**config.mk**
```make
export PLATFORM = sky130hd
export DESIGN_NAME = memory_access
export DESIGN_NICKNAME = d
export VERILOG_FILES = /design/src/rtl/dlx_pkg.sv /design/src/rtl/mem_load_align.sv /design/src/rtl/memory_access.sv
export SDC_FILE = /design/constraint.sdc
export NUM_CORES = 1
export LEC_CHECK = 0
export CORE_MARGIN = 5
export CORE_UTILIZATION = 48
export DETAILED_ROUTE_END_ITERATION = 10
export PLACE_DENSITY = 0.82
export SETUP_SLACK_MARGIN = 0.2
export SYNTH_ARGS = -nofsm -noshare
export SYNTH_HDL_FRONTEND = slang
export SYNTH_SLANG_ARGS = --single-unit
```
**constraint.sdc**
```tcl
create_clock -name clk -period 3.4 [get_ports clk]
set_clock_uncertainty 0.1 [all_clocks]
set_input_delay 0.34 -clock clk [delete_from_list [all_inputs] [get_ports clk]]
set_output_delay 0.34 -clock clk [all_outputs]
set_load 0.1 [all_outputs]
```
**src/rtl/dlx_pkg.sv**
```systemverilog
// Shared DLX definitions: access sizes, write-back select values, MEM stage states
// and the alignment rule.
package dlx_pkg;

  localparam logic [1:0] SIZE_BYTE = 2'b00;
  localparam logic [1:0] SIZE_HALF = 2'b01;
  localparam logic [1:0] SIZE_WORD = 2'b10;  // 2'b11 is handled as a word too

  localparam logic WB_SEL_ALU = 1'b0;
  localparam logic WB_SEL_MEM = 1'b1;

  typedef enum logic {
    ST_IDLE = 1'b0,
    ST_BUSY = 1'b1
  } ma_state_t;

  // A half access must be even; a word access (including size 11) must sit on a
  // 4-byte boundary.
  function automatic logic is_misaligned(input logic [1:0] size, input logic [1:0] offset);
    logic mis;
    mis = 1'b0;
    case (size)
      SIZE_BYTE: mis = 1'b0;
      SIZE_HALF: mis = offset[0];
      default:   mis = (offset != 2'b00);
    endcase
    return mis;
  endfunction

endpackage

```
**src/rtl/mem_load_align.sv**
```systemverilog
// Byte-lane steering for the memory stage. The load half selects a lane and
// extends it. The store half replicates the data and builds the byte enables.
module mem_load_align
  import dlx_pkg::*;
#(
  parameter int DATA_WIDTH = 32,
  localparam int BE_WIDTH  = DATA_WIDTH / 8
) (
  input  logic [1:0]            offset,
  input  logic [1:0]            size,
  input  logic                  is_signed,
  input  logic [DATA_WIDTH-1:0] rd_word,
  input  logic [DATA_WIDTH-1:0] st_data,
  output logic [DATA_WIDTH-1:0] ld_data,
  output logic [DATA_WIDTH-1:0] st_word,
  output logic [BE_WIDTH-1:0]   st_be
);

  logic [15:0] ld_half;
  logic [7:0]  ld_byte;

  // Load lane select and extension. Halves are always even, so one shift by
  // offset*8 serves both byte and half lanes.
  always_comb begin
    ld_half = 16'(rd_word >> {offset, 3'b000});
    ld_byte = ld_half[7:0];
    ld_data = rd_word;
    case (size)
      SIZE_BYTE: ld_data = {{(DATA_WIDTH-8){is_signed & ld_byte[7]}}, ld_byte};
      SIZE_HALF: ld_data = {{(DATA_WIDTH-16){is_signed & ld_half[15]}}, ld_half};
      default:   ld_data = rd_word;
    endcase
  end

  // Store replication and byte enables (lane 0 = bits 7:0).
  always_comb begin
    st_word = st_data;
    st_be   = '1;
    case (size)
      SIZE_BYTE: begin
        st_word = {(DATA_WIDTH/8){st_data[7:0]}};
        st_be   = BE_WIDTH'(1) << offset;
      end
      SIZE_HALF: begin
        st_word = {(DATA_WIDTH/16){st_data[15:0]}};
        st_be   = BE_WIDTH'(3) << {offset[1], 1'b0};
      end
      default: begin
        st_word = st_data;
        st_be   = '1;
      end
    endcase
  end

endmodule

```
**src/rtl/memory_access.sv**
```systemverilog
// DLX memory stage. It issues aligned loads and stores with a ready handshake
// and stalls upstream while an access is outstanding. It also registers the
// MEM/WB slot.
//
// state   | meaning
// --------+---------------------------------------------------------------
// ST_IDLE | no access in flight; accept EX/MEM slot (ALU op, misalign, mem op)
// ST_BUSY | request held on the bus until data_ready
module memory_access
  import dlx_pkg::*;
#(
  parameter int DATA_WIDTH     = 32,
  parameter int ADDR_WIDTH     = 32,
  parameter int REG_ADDR_WIDTH = 5,
  localparam int BE_WIDTH      = DATA_WIDTH / 8
) (
  input  logic                      clk,
  input  logic                      rst,
  input  logic                      valid_in,
  input  logic [DATA_WIDTH-1:0]     alu_data_in,
  input  logic [DATA_WIDTH-1:0]     alu_b_data_in,
  input  logic                      mem_data_rd_en_in,
  input  logic                      mem_data_wr_en_in,
  input  logic [1:0]                mem_size_in,
  input  logic                      mem_signed_in,
  input  logic                      write_back_mux_sel_in,
  input  logic                      w_reg_wr_en_in,
  input  logic [REG_ADDR_WIDTH-1:0] w_reg_addr_in,
  output logic                      stall_out,
  output logic                      data_rd_en,
  output logic                      data_wr_en,
  output logic [ADDR_WIDTH-1:0]     data_addr,
  output logic [DATA_WIDTH-1:0]     data_write,
  output logic [BE_WIDTH-1:0]       data_be,
  input  logic [DATA_WIDTH-1:0]     data_read,
  input  logic                      data_ready,
  output logic                      valid_out,
  output logic [DATA_WIDTH-1:0]     mem_data_out,
  output logic [DATA_WIDTH-1:0]     alu_data_out,
  output logic                      write_back_mux_sel_out,
  output logic                      w_reg_wr_en_out,
  output logic [REG_ADDR_WIDTH-1:0] w_reg_addr_out,
  output logic                      misalign_out
);

  ma_state_t state_q, state_d;

  // Slot captured at accept and held while the access is outstanding.
  logic [DATA_WIDTH-1:0]     acc_alu_q, acc_alu_d;
  logic [1:0]                acc_size_q, acc_size_d;
  logic                      acc_signed_q, acc_signed_d;
  logic                      acc_store_q, acc_store_d;
  logic                      acc_wb_sel_q, acc_wb_sel_d;
  logic                      acc_wen_q, acc_wen_d;
  logic [REG_ADDR_WIDTH-1:0] acc_waddr_q, acc_waddr_d;

  // Bus request fields, stable for the whole of ST_BUSY.
  logic [ADDR_WIDTH-1:0]     req_addr_q, req_addr_d;
  logic [DATA_WIDTH-1:0]     req_wdata_q, req_wdata_d;
  logic [BE_WIDTH-1:0]       req_be_q, req_be_d;

  // MEM/WB slot.
  logic                      valid_q, valid_d;
  logic [DATA_WIDTH-1:0]     mem_data_q, mem_data_d;
  logic [DATA_WIDTH-1:0]     alu_out_q, alu_out_d;
  logic                      wb_sel_q, wb_sel_d;
  logic                      wen_q, wen_d;
  logic [REG_ADDR_WIDTH-1:0] waddr_q, waddr_d;
  logic                      misalign_q, misalign_d;

  logic                      busy;
  logic                      is_mem;
  logic                      mis_in;
  logic [1:0]                al_offset;
  logic [1:0]                al_size;
  logic                      al_signed;
  logic [DATA_WIDTH-1:0]     ld_data;
  logic [DATA_WIDTH-1:0]     st_word;
  logic [BE_WIDTH-1:0]       st_be;

  // One aligner is shared. In IDLE it shapes the incoming store. In BUSY it
  // extracts the load lane from the captured address.
  always_comb begin
    busy      = (state_q == ST_BUSY);
    is_mem    = mem_data_rd_en_in | mem_data_wr_en_in;
    mis_in    = is_misaligned(mem_size_in, alu_data_in[1:0]);
    al_offset = busy ? acc_alu_q[1:0] : alu_data_in[1:0];
    al_size   = busy ? acc_size_q     : mem_size_in;
    al_signed = busy ? acc_signed_q   : mem_signed_in;
  end

  mem_load_align #(.DATA_WIDTH(DATA_WIDTH)) u_align (
    .offset    (al_offset),
    .size      (al_size),
    .is_signed (al_signed),
    .rd_word   (data_read),
    .st_data   (alu_b_data_in),
    .ld_data   (ld_data),
    .st_word   (st_word),
    .st_be     (st_be)
  );

  // Next-state and slot update; per-slot pulses default low every cycle.
  always_comb begin
    state_d      = state_q;
    acc_alu_d    = acc_alu_q;
    acc_size_d   = acc_size_q;
    acc_signed_d = acc_signed_q;
    acc_store_d  = acc_store_q;
    acc_wb_sel_d = acc_wb_sel_q;
    acc_wen_d    = acc_wen_q;
    acc_waddr_d  = acc_waddr_q;
    req_addr_d   = req_addr_q;
    req_wdata_d  = req_wdata_q;
    req_be_d     = req_be_q;
    valid_d      = 1'b0;
    misalign_d   = 1'b0;
    wen_d        = 1'b0;
    mem_data_d   = mem_data_q;
    alu_out_d    = alu_out_q;
    wb_sel_d     = wb_sel_q;
    waddr_d      = waddr_q;

    case (state_q)
      ST_IDLE: begin
        if (valid_in) begin
          if (!is_mem || mis_in) begin
            // ALU op, or a faulting access reported in place of a request.
            valid_d    = 1'b1;
            misalign_d = is_mem;
            wen_d      = w_reg_wr_en_in & ~is_mem;
            alu_out_d  = alu_data_in;
            wb_sel_d   = write_back_mux_sel_in;
            waddr_d    = w_reg_addr_in;
          end else begin
            state_d      = ST_BUSY;
            acc_alu_d    = alu_data_in;
            acc_size_d   = mem_size_in;
            acc_signed_d = mem_signed_in;
            acc_store_d  = mem_data_wr_en_in;  // rd+wr together is a store
            acc_wb_sel_d = write_back_mux_sel_in;
            acc_wen_d    = w_reg_wr_en_in;
            acc_waddr_d  = w_reg_addr_in;
            req_addr_d   = {alu_data_in[ADDR_WIDTH-1:2], 2'b00};
            req_wdata_d  = st_word;
            req_be_d     = st_be;
          end
        end
      end
      ST_BUSY: begin
        if (data_ready) begin
          state_d   = ST_IDLE;
          valid_d   = 1'b1;
          wen_d     = acc_wen_q & ~acc_store_q;
          alu_out_d = acc_alu_q;
          wb_sel_d  = acc_wb_sel_q;
          waddr_d   = acc_waddr_q;
          if (!acc_store_q) begin
            mem_data_d = ld_data;
          end
        end
      end
      default: state_d = ST_IDLE;
    endcase
  end

  // State and pipeline registers with synchronous reset.
  always_ff @(posedge clk) begin
    if (rst) begin
      state_q      <= ST_IDLE;
      acc_alu_q    <= '0;
      acc_size_q   <= '0;
      acc_signed_q <= 1'b0;
      acc_store_q  <= 1'b0;
      acc_wb_sel_q <= 1'b0;
      acc_wen_q    <= 1'b0;
      acc_waddr_q  <= '0;
      req_addr_q   <= '0;
      req_wdata_q  <= '0;
      req_be_q     <= '0;
      valid_q      <= 1'b0;
      mem_data_q   <= '0;
      alu_out_q    <= '0;
      wb_sel_q     <= 1'b0;
      wen_q        <= 1'b0;
      waddr_q      <= '0;
      misalign_q   <= 1'b0;
    end else begin
      state_q      <= state_d;
      acc_alu_q    <= acc_alu_d;
      acc_size_q   <= acc_size_d;
      acc_signed_q <= acc_signed_d;
      acc_store_q  <= acc_store_d;
      acc_wb_sel_q <= acc_wb_sel_d;
      acc_wen_q    <= acc_wen_d;
      acc_waddr_q  <= acc_waddr_d;
      req_addr_q   <= req_addr_d;
      req_wdata_q  <= req_wdata_d;
      req_be_q     <= req_be_d;
      valid_q      <= valid_d;
      mem_data_q   <= mem_data_d;
      alu_out_q    <= alu_out_d;
      wb_sel_q     <= wb_sel_d;
      wen_q        <= wen_d;
      waddr_q      <= waddr_d;
      misalign_q   <= misalign_d;
    end
  end

  // Requests come straight from state, so a reset drops them at the same edge.
  always_comb begin
    stall_out              = busy & ~data_ready;
    data_rd_en             = busy & ~acc_store_q;
    data_wr_en             = busy & acc_store_q;
    data_addr              = req_addr_q;
    data_write             = req_wdata_q;
    data_be                = req_be_q;
    valid_out              = valid_q;
    mem_data_out           = mem_data_q;
    alu_data_out           = alu_out_q;
    write_back_mux_sel_out = wb_sel_q;
    w_reg_wr_en_out        = wen_q;
    w_reg_addr_out         = waddr_q;
    misalign_out           = misalign_q;
  end

endmodule

```
==> impl_metrics.yaml <==
status:
  status: "finished, final reports clean"
route:
  antenna_left: 0
  drc: 0
  dr.first_iter.drc_count: 488
  drt-total-wl_um: 21200
  vias: 6483
  via_per_inst: 5.47
  wl_per_cell_um: 17.9
  first_pass_iters: 4
finish:
  final_util_pct: 69.0
  layout.nets: 1099
  drive_gt1_share_pct: 7.40
  syn_to_final_growth_pct: 42.5
die:
  fp-row-count: 44
  dieArea_um2: 17000
  coreArea_um2: 14400
  die_h_um: 130
  fp.dieW_um: 130
  io_pins: 256
  start_util_pct: 48.4
worst_setup_path:
  critPathMaxFanout: 38
  cp-end-kind: "output pin"
  slowest_stage: "buf_4"
  cpMostUsedCell: "buf_4"
  cpPeakStageDelay_ns: 0.60
  cp.arrival_ns: 2.10
  path_class: "reg -> out"
  worstRegToRegCells: 5
  crit_chain: "buf_4, nor2b_1, buf_4"
  critPathLaunchType: "register"
  worstPathRequired_ns: 2.96
cts:
  cts_buffers: 17
  cts-root-buf: "clkbuf_16"
  hold_buffers: 0
  cts_resized: 0
  htreeDepth: 4
  post-cts-setup-buffers: 0
  clk_latency_ns: 0.41
  clk_path_buf_depth: 2
  cts_num_sinks: 153
  path_clk_slew_ns: 0.06
  cts_tree: "yes"
yosys:
  yosys.area.top_type: "dfxtp_1"
  yosys_warnings: 0
  ys_top_cells_by_area: "dfxtp_1 (44%), mux2i_1 (8.9%), nand2_1 (7.1%)"
  synth.most_common_cell: "dfxtp_1"
  synth_ff_type: "dfxtp_1"
  netlist_instances: 799
  ys_ff_latch: 153
  synth_edf_count: 0
  syn_area_um2: 6950
  async_reset_ff_share_pct: 0
  synth.distinct_cells: 52
  synth_top_area_share_pct: 44.0
  synth-seq-area-share_pct: 44.0
  synthTopCellsByCount: "dfxtp_1 (153), nand2_1 (132), nor2_1 (88)"
  syn_avg_cell_area_um2: 8.70
grt:
  track_usage_pct: 24.6
  antenna_found_initial: 1
  grt_max_degree: 83
  grt_pass1_wl_um: 32800
  gr-total-overflow: 0
  grt_pass1_vias: 6192
placement:
  portBuffers: 253
  place_congestion: 0.845
  dp_hpwl_um: 15000
sta:
  min_period_ns: 2.54
  setup_tns_ns: 0
  min_period_over_period_pct: 74.8
  worstMarginPinSlew_ns: 1.06
  hold_viol_final: 0
  maxSlewHeadroom_pct: 29.1
  fmax_ghz: 0.393
  drv_slew: 0
  setup_viol: 0
  rsz0062_at_grt: "no"
hold_path:
  whs_path_depth: 2
  hp-class: "reg -> reg"
power:
  clock_power_share_pct: 34.2
  vdd_drop_max_mv: 0.348
  total_power_uw: 5590
  p_comb_share_pct: 30.3
  net-switching-power_uw: 2030
  p_seq_share_pct: 35.5
  leakage_uw: 0.00348
  power.density_nw_per_um2: 564
  internal_power_uw: 3560
  switching_share_pct: 36.4
flow_run:
  maxCapViolations: 0
==> cells in the final DEF, fill, tap and decap left out, types with 3 or more instances in the layout <==
| master | n |
|---|---|
| a211oi_2 | 10 |
| clkinv_2 | 5 |
| a211oi_1 | 53 |
| mux2_2 | 3 |
| nor2_1 | 87 |
| a22oi_1 | 15 |
| nor2b_1 | 14 |
| nand2b_1 | 4 |
| a2bb2oi_1 | 7 |
| o21ai_0 | 7 |
| o21ai_1 | 3 |
| mux2i_1 | 62 |
| clkbuf_16 | 17 |
| buf_12 | 3 |
| nor3_1 | 3 |
| o2bb2ai_1 | 7 |
| a21oi_1 | 81 |
| bufinv_16 | 3 |
| o221ai_1 | 10 |
| nand2_1 | 132 |
| clkdlybuf4s50_1 | 248 |
| a311oi_1 | 16 |
| buf_4 | 14 |
| dfxtp_1 | 152 |
==> critical path: cells and delay by family, from the launching register on <==
family        cells  cell delay (ns)
flops             1             0.51
simple gates      1             0.25
buf+inv           2             0.92
==> power groups by stage <==
stage          Clock (uW)  Combinational, uW  Sequential (uW)
2_1_floorplan           0                585             2670
3_3_place_gp            0               1680             2020
3_5_place_dp            0               1690             2020
4_1_cts              1950               1700             1990
5_1_grt              2020               1770             2000
6_report             1910               1690             1990
==> per-stage QoR <==
stage,instance area (um2),hold slack [ns],std cells,setup WS [ns]
6_report,9910,0.349,1185,0.857
4_1_cts,9910,0.354,1184,0.824
3_3_place_gp,9320,0.339,1152,0.722
2_1_floorplan,6960,0.333,800,0.739
5_1_grt,9910,0.367,1184,0.746
3_5_place_dp,9320,0.346,1152,0.690
==> registers in the layout, indices dropped and copies added, names as in the netlist <==
| signal | flops |
|---|---|
| acc_alu_q | 32 |
| alu_data_out | 32 |
| data_write | 32 |
| mem_data_out | 32 |
| acc_waddr_q | 5 |
| w_reg_addr_out | 5 |
| data_be | 4 |
| acc_size_q | 2 |
| acc_signed_q | 1 |
| acc_store_q | 1 |
| acc_wb_sel_q | 1 |
| acc_wen_q | 1 |
| busy | 1 |
| misalign_out | 1 |
| valid_out | 1 |
| w_reg_wr_en_out | 1 |
| write_back_mux_sel_out | 1 |
==> final timing paths <==
check             slack, ns                            end               startpoint
hold / removal         0.35        data_be[3]$_SDFFE_PP0P_  data_be[3]$_SDFFE_PP0P_
setup reg to reg       1.10  mem_data_out[17]$_SDFFE_PP0P_          busy$_SDFF_PP0_
hold reg to reg        0.35        data_be[3]$_SDFFE_PP0P_  data_be[3]$_SDFFE_PP0P_
setup / recovery       0.86                      stall_out          busy$_SDFF_PP0_
==> area by class of cell <==
| type | instances | area, um2 |
|---|---|---|
| Antenna cell | 1 | 2.50 |
| Clock buffer | 20 | 447 |
| Clock inverter | 12 | 146 |
| Fill cell | 1148 | 4460 |
| Inverter | 2 | 7.51 |
| Multi-Input combinational cell | 548 | 3360 |
| Sequential cell | 153 | 3070 |
| Tap cell | 184 | 230 |
| Timing Repair Buffer | 265 | 2650 |
==> routing by layer <==
metal  track usage (%)  part of all wire (%)  wire length [um]
met5                 0                 0.047                10
met3              9.74                    11              2240
met2              38.8                    47              9880
met1              30.2                    40              8500
met4              9.68                   2.7               563
==> cells by family (layout without fill, tap and decap cells) <==
group,count (synthesis),after routing,share of synthesized area [%]
muxes,66,66,9.61
AOI/OAI and AO/OA,224,224,23.0
buffers and inverters,99,299,7.81
and+or+nand+nor,256,256,15.5
DFF,153,153,44.0
other,1,3,0.0539
No activity file was read; power rests on OpenSTA's default activity.
